### config.mk
export PLATFORM = sky130hd
export DESIGN_NAME = uart_tx_sched_flat
export DESIGN_NICKNAME = d
export VERILOG_FILES = /design/src/rtl/uart_tx_sched_if.sv /design/src/rtl/uart_tx_sched.sv /design/src/flat_wrapper.sv
export SDC_FILE = /design/constraint.sdc
export NUM_CORES = 1
export LEC_CHECK = 0
export ABC_AREA = 1
export CAP_MARGIN = 20
export CORE_ASPECT_RATIO = 2
export CORE_MARGIN = 3
export CORE_UTILIZATION = 50
export DETAILED_ROUTE_END_ITERATION = 16
export HOLD_SLACK_MARGIN = 0.12
export PLACE_DENSITY_LB_ADDON = 0.25
export SLEW_MARGIN = 0
export SYNTH_ARGS = -nofsm -noshare
export SYNTH_HDL_FRONTEND = slang
export SYNTH_SLANG_ARGS = --single-unit
export TNS_END_PERCENT = 20
### constraint.sdc
create_clock -name clk -period 3.6 [get_ports clk]
set_clock_uncertainty 0.15 [all_clocks]
set_input_delay 0.72 -clock clk [delete_from_list [all_inputs] [get_ports clk]]
set_output_delay 0.72 -clock clk [all_outputs]
set_load 0.01 [all_outputs]
### src/rtl/uart_tx_sched_if.sv
// Byte-producer handshake plus transmitter hookup for the UART TX scheduler.
interface uart_tx_sched_if #(
   parameter int NREQ = 4
);
   logic [NREQ-1:0]   req_valid;
   logic [8*NREQ-1:0] req_data;
   logic [NREQ-1:0]   req_ready;
   logic              tx_start;
   logic [7:0]        tx_data;
   logic              tx_busy;
   logic [2:0]        grant_id;
   logic              sched_busy;
   logic              timeout_err;

   // Requesters and transmitter side (drives requests and busy)
   modport master (
      output req_valid, req_data, tx_busy,
      input  req_ready, tx_start, tx_data, grant_id, sched_busy, timeout_err
   );

   // Scheduler side
   modport slave (
      input  req_valid, req_data, tx_busy,
      output req_ready, tx_start, tx_data, grant_id, sched_busy, timeout_err
   );
endinterface

### src/rtl/uart_tx_sched.sv
// Round-robin scheduler sharing one async_transmitter between NREQ byte
// producers. One byte is accepted per frame; the block then pulses tx_start
// and follows tx_busy until the frame completes before granting again.
module uart_tx_sched #(
   parameter int NREQ    = 4,
   parameter int TIMEOUT = 16
) (
   input  logic           clk,
   input  logic           clr,
   uart_tx_sched_if.slave bus
);

   typedef enum logic [1:0] {
      IDLE,
      START,
      WAIT_BUSY,
      WAIT_DONE
   } state_t;

   state_t     state_q, state_d;
   logic [2:0] last_q, last_d;
   logic [7:0] cnt_q, cnt_d;
   logic [7:0] tx_data_q, tx_data_d;
   logic [2:0] grant_id_q, grant_id_d;
   logic       timeout_err_q, timeout_err_d;

   logic [7:0]  valid8;
   logic [63:0] data64;
   logic [7:0]  ready8;
   logic        found;
   logic [2:0]  win_idx;
   logic [2:0]  cand;

   // Requests are widened to eight lanes so a 3-bit index is always exact.
   assign valid8 = 8'(bus.req_valid);
   assign data64 = 64'(bus.req_data);

   // Round-robin pick: first valid requester after the previous winner, wrapping.
   always_comb begin
      found   = 1'b0;
      win_idx = '0;
      cand    = '0;
      for (int k = 0; k < NREQ; k++) begin
         cand = 3'((int'(last_q) + 1 + k) % NREQ);
         if (!found && valid8[cand]) begin
            found   = 1'b1;
            win_idx = cand;
         end
      end
   end

   // Next-state and accept logic; acceptance is held off during clr so no byte is lost.
   always_comb begin
      state_d       = state_q;
      last_d        = last_q;
      cnt_d         = cnt_q;
      tx_data_d     = tx_data_q;
      grant_id_d    = grant_id_q;
      timeout_err_d = timeout_err_q;
      ready8        = '0;
      case (state_q)
         IDLE: begin
            if (!clr && !bus.tx_busy && found) begin
               ready8[win_idx] = 1'b1;
               tx_data_d       = data64[{win_idx, 3'b000} +: 8];
               grant_id_d      = win_idx;
               last_d          = win_idx;
               state_d         = START;
            end
         end
         START: begin
            cnt_d   = '0;
            state_d = WAIT_BUSY;
         end
         WAIT_BUSY: begin
            if (bus.tx_busy) begin
               state_d = WAIT_DONE;
            end else begin
               cnt_d = cnt_q + 8'd1;
               if (cnt_d == 8'(TIMEOUT - 1)) begin
                  timeout_err_d = 1'b1;
                  state_d       = IDLE;
               end
            end
         end
         WAIT_DONE: begin
            if (!bus.tx_busy) begin
               state_d = IDLE;
            end
         end
         default: state_d = IDLE;
      endcase
   end

   // State and output registers; last resets to NREQ-1 so requester 0 wins first.
   always_ff @(posedge clk) begin
      if (clr) begin
         state_q       <= IDLE;
         last_q        <= 3'(NREQ - 1);
         cnt_q         <= '0;
         tx_data_q     <= '0;
         grant_id_q    <= '0;
         timeout_err_q <= 1'b0;
      end else begin
         state_q       <= state_d;
         last_q        <= last_d;
         cnt_q         <= cnt_d;
         tx_data_q     <= tx_data_d;
         grant_id_q    <= grant_id_d;
         timeout_err_q <= timeout_err_d;
      end
   end

   assign bus.req_ready   = ready8[NREQ-1:0];
   assign bus.tx_start    = (state_q == START);
   assign bus.tx_data     = tx_data_q;
   assign bus.grant_id    = grant_id_q;
   assign bus.sched_busy  = (state_q != IDLE);
   assign bus.timeout_err = timeout_err_q;

endmodule

### src/flat_wrapper.sv
// flat-port wrapper written by rule: the top's interface ports become plain ports
module uart_tx_sched_flat 
#(
   parameter int NREQ    = 4,
   parameter int TIMEOUT = 16
)
  (clk, clr, bus_req_valid, bus_req_data, bus_tx_busy, bus_req_ready, bus_tx_start, bus_tx_data, bus_grant_id, bus_sched_busy, bus_timeout_err);
  uart_tx_sched_if #(.NREQ(NREQ)) bus_i ();
  input  logic clk;
  input  logic clr;
  input wire logic [$bits(bus_i.req_valid)-1:0] bus_req_valid;
  input wire logic [$bits(bus_i.req_data)-1:0] bus_req_data;
  input wire logic [$bits(bus_i.tx_busy)-1:0] bus_tx_busy;
  output wire logic [$bits(bus_i.req_ready)-1:0] bus_req_ready;
  output wire logic [$bits(bus_i.tx_start)-1:0] bus_tx_start;
  output wire logic [$bits(bus_i.tx_data)-1:0] bus_tx_data;
  output wire logic [$bits(bus_i.grant_id)-1:0] bus_grant_id;
  output wire logic [$bits(bus_i.sched_busy)-1:0] bus_sched_busy;
  output wire logic [$bits(bus_i.timeout_err)-1:0] bus_timeout_err;
  assign bus_i.req_valid = bus_req_valid;
  assign bus_i.req_data = bus_req_data;
  assign bus_i.tx_busy = bus_tx_busy;
  assign bus_req_ready = bus_i.req_ready;
  assign bus_tx_start = bus_i.tx_start;
  assign bus_tx_data = bus_i.tx_data;
  assign bus_grant_id = bus_i.grant_id;
  assign bus_sched_busy = bus_i.sched_busy;
  assign bus_timeout_err = bus_i.timeout_err;
  uart_tx_sched #(.NREQ(NREQ), .TIMEOUT(TIMEOUT)) u_core (.clk(clk), .clr(clr), .bus(bus_i));
endmodule
==> flow_metrics.tcl <==
set metrics [dict create \
    status "finished clean" \
    async_flop_share_pct 0 \
    vdd_drop_max_v 0.0005133 \
    synth_top_area_cell "dfxtp_1" \
    p_per_area_nw_per_um2 715.2 \
    grtUsageTotal_pct 24.53 \
    end_kind "output pin" \
    routed_wl_um 4924 \
    rows 29 \
    drc 0 \
    layout-drive-gt1-share_pct 18.21 \
    tns_ns 0 \
    synthSimpleGateAreaFrac_pct 50.94 \
    rsz0062_at_grt "no" \
    insertion_delay_ns 0.27 \
    gp_congestion 0.9192 \
    cts_tree "done" \
    switchingPower_mw 0.8643 \
    p_int_mw 0.9407 \
    die-area_um2 4237 \
    clkTransAtPathRegs_ns 0.08 \
    fin_crit_sh_pct 95.00 \
    hold_path.class "reg2reg" \
    final_nets 388 \
    drt_iter0_markers 30 \
    synthMuxAreaShare_pct 0 \
    grt_pass1_vias 1920 \
    root_buffer "clkbuf_8" \
    cp_num_buf_inv 4 \
    grt-ovfl-total 0 \
    crit_slowest_cell "clkdlybuf4s50_1" \
    num_vias 1998 \
    setup-violations-final 0 \
    yosys-top-cells-area "dfxtp_1 27%, nand2_1 18%, nand3_1 12%" \
    whs_path_depth 1 \
    place_inst 372 \
    synthAdderAreaFrac_pct 1.449 \
    r2r_cells 14 \
    met3_usage_pct 1.815 \
    cp_num_cells 13 \
    avgRoutedWirePerCell_um 13.06 \
    die-height_um 89.11 \
    stdcell_count 377 \
    ant_nets 0 \
    drt_first_pass_iters 4 \
    p_seq_share_pct 19.6 \
    hold_start "u_core.bus.timeout_err" \
    start_kind "input port" \
    path_class "in2out" \
    crit_chain "clkdlybuf4s50_1 > inv_1 > nand2_1 > nand3_1 > nand2_4 > nor2_8 > nand3_1 > nand2_1 > a21oi_4 > nor2_2 > inv_1 > nor2_1 > dlygate4sd2_1" \
    cp.required_ns 2.73 \
    synth_top_family_by_area "simple AND/OR/NAND/NOR gates" \
    synth_compound_area_share_pct 8.551 \
    cts_num_sinks 23 \
    clockBufferDepth 2 \
    yosysWarningCount 0 \
    ys_ff_latch 23 \
    critPathMaxFanout 5 \
    chipWidth_um 47.56 \
    grt_start_max_net_pins 19 \
    cpPeakStageDelay_ns 0.44 \
    timing.fmax_mhz 292.4 \
    maxSlewViolCount 0 \
    met1_usage_pct 20.66 \
    synth_ff_type "dfxtp_1" \
    antenna_found_initial 0 \
    drv_cap 0 \
    synth.net_count 310 \
    ys_seq_area_share_pct 26.67 \
    grt_busiest_layer "met2" \
    fin_crit_ns 3.420 \
    fill_cells 236 \
    met2_usage_pct 51.83 \
    critical_path.startpoint "bus_req_valid[3]" \
    synth-edff-count 0 \
    syn2layout_area_growth_pct 46.16 \
    ioPinCount 57 \
    combPwrFrac_pct 71.1 \
    postSynthAreaPerCell_um2 6.419 \
    path_delay_family "simple AND/OR/NAND/NOR gates" \
    p_leak_nw 1.229 \
    drt-vias-per-instance 5.300 \
    htreeDepth 1 \
    start_util_pct 53.47 \
    portBuffers 55 \
    final_util_pct 78.15 \
    grt_pass1_wl_um 7672 \
    dp_hpwl_um 4023 \
    p_total_mw 1.805 \
    synth_cell_type_count 34 \
    hold_viol 0 \
    synthXorXnorAreaFrac_pct 1.522 \
    cts_hold_buf 0 \
    clockPowerShare_pct 9.3 \
    p_sw_share_pct 47.88 \
    cts_buffers 3 \
    coreArea_um2 3229 \
    synth_area_um2 1727 \
    synth_top_cell_area_share_pct 26.67 \
    crit_arrival_ns 2.55 \
    rr_startpoint "u_core.last_q[1]" \
    antennaDiodeCount 0 \
    synthCells 269 \
]
==> flip-flops by register name, summed over array words and instances, names as in the netlist <==
register and cells:
u_core.last_q 2, u_core.state_q 2, u_core.bus.timeout_err 1, u_core.cnt_q 8, u_core.bus.grant_id 2, u_core.bus.tx_data 8
==> power groups by stage <==
stage	logic [mW]	clock network [mW]	registers, mW
floorplan	0.766	0	0.368
global placement	1.22	0	0.356
detailed placement	1.25	0	0.360
CTS	1.28	0.169	0.354
global route	1.40	0.175	0.361
finish	1.28	0.167	0.354
==> worst paths after layout <==
kind                                  to  slack [ns]
setup / recovery        bus_req_ready[3]        0.18
hold / removal    u_core.bus.timeout_err        0.32
setup reg to reg   u_core.bus.tx_data[6]        1.32
hold reg to reg   u_core.bus.timeout_err        0.32
==> logic make-up (layout without fill, tap and decap cells) <==
logic type / after synthesis / count (layout)
other: 1 / 1
AO/OA/AOI/OAI: 22 / 22
XOR/XNOR: 3 / 3
adder cells (fa/ha/maj): 2 / 2
flip-flops: 23 / 23
buffers and inverters: 42 / 119
AND/OR/NAND/NOR: 176 / 176
==> layer usage <==
metal	up-vias	part of all wire, %
met5	-	0
met1	917	32
met3	15	3.1
met4	0	2.5
met2	52	62
li1	1014	-
==> cell usage in the layout, fill, tap and decap left out, types with 5 or more instances in the layout <==
cell	instances
nor2_1	21
nor2_2	5
dfxtp_1	23
nand3_1	40
nand2_2	7
clkdlybuf4s50_1	51
nand2_1	82
a21oi_1	9
buf_4	25
inv_1	32
==> cell type report <==
class                   count  area [µm²]  area share [%]
clock inverters             1       7.507          0.2975
inverters                  35       131.4           5.206
well taps                  31       38.79           1.537
multi-input cells         204        1104           43.73
clock buffers               3       41.29           1.636
flip-flops and latches     23       460.4           18.24
repair buffers             80       740.7           29.35
==> Yosys cell counts, types with 4 or more instances <==
| library cell | instances |
|---|---|
| nand2_1 | 82 |
| nand3_1 | 40 |
| inv_1 | 32 |
| dfxtp_1 | 23 |
| nor2_1 | 22 |
| a21oi_1 | 9 |
| nand2_2 | 8 |
| nand4_1 | 4 |
| nor2_2 | 4 |
==> through the flow <==
stage | setup WS (ns) | hold slack, ns | area (µm²)
after CTS | -0.08481 | 0.3266 | 2511
final | 0.1800 | 0.3231 | 2524
after global placement | -0.02874 | 0.3022 | 2444
after detailed placement | -0.1030 | 0.3074 | 2444
after floorplan | 0.8875 | 0.2871 | 1727
after global routing | 0.04712 | 0.3494 | 2524
==> repair_timing <==
item                                   CTS  global route
buffers inserted                         1             0
pin swaps                                1             0
endpoints found under the hold margin    0             0
gates resized for setup                  5             3
setup endpoints to repair                4             2
Note: power is estimated with default switching activity, not from simulation.
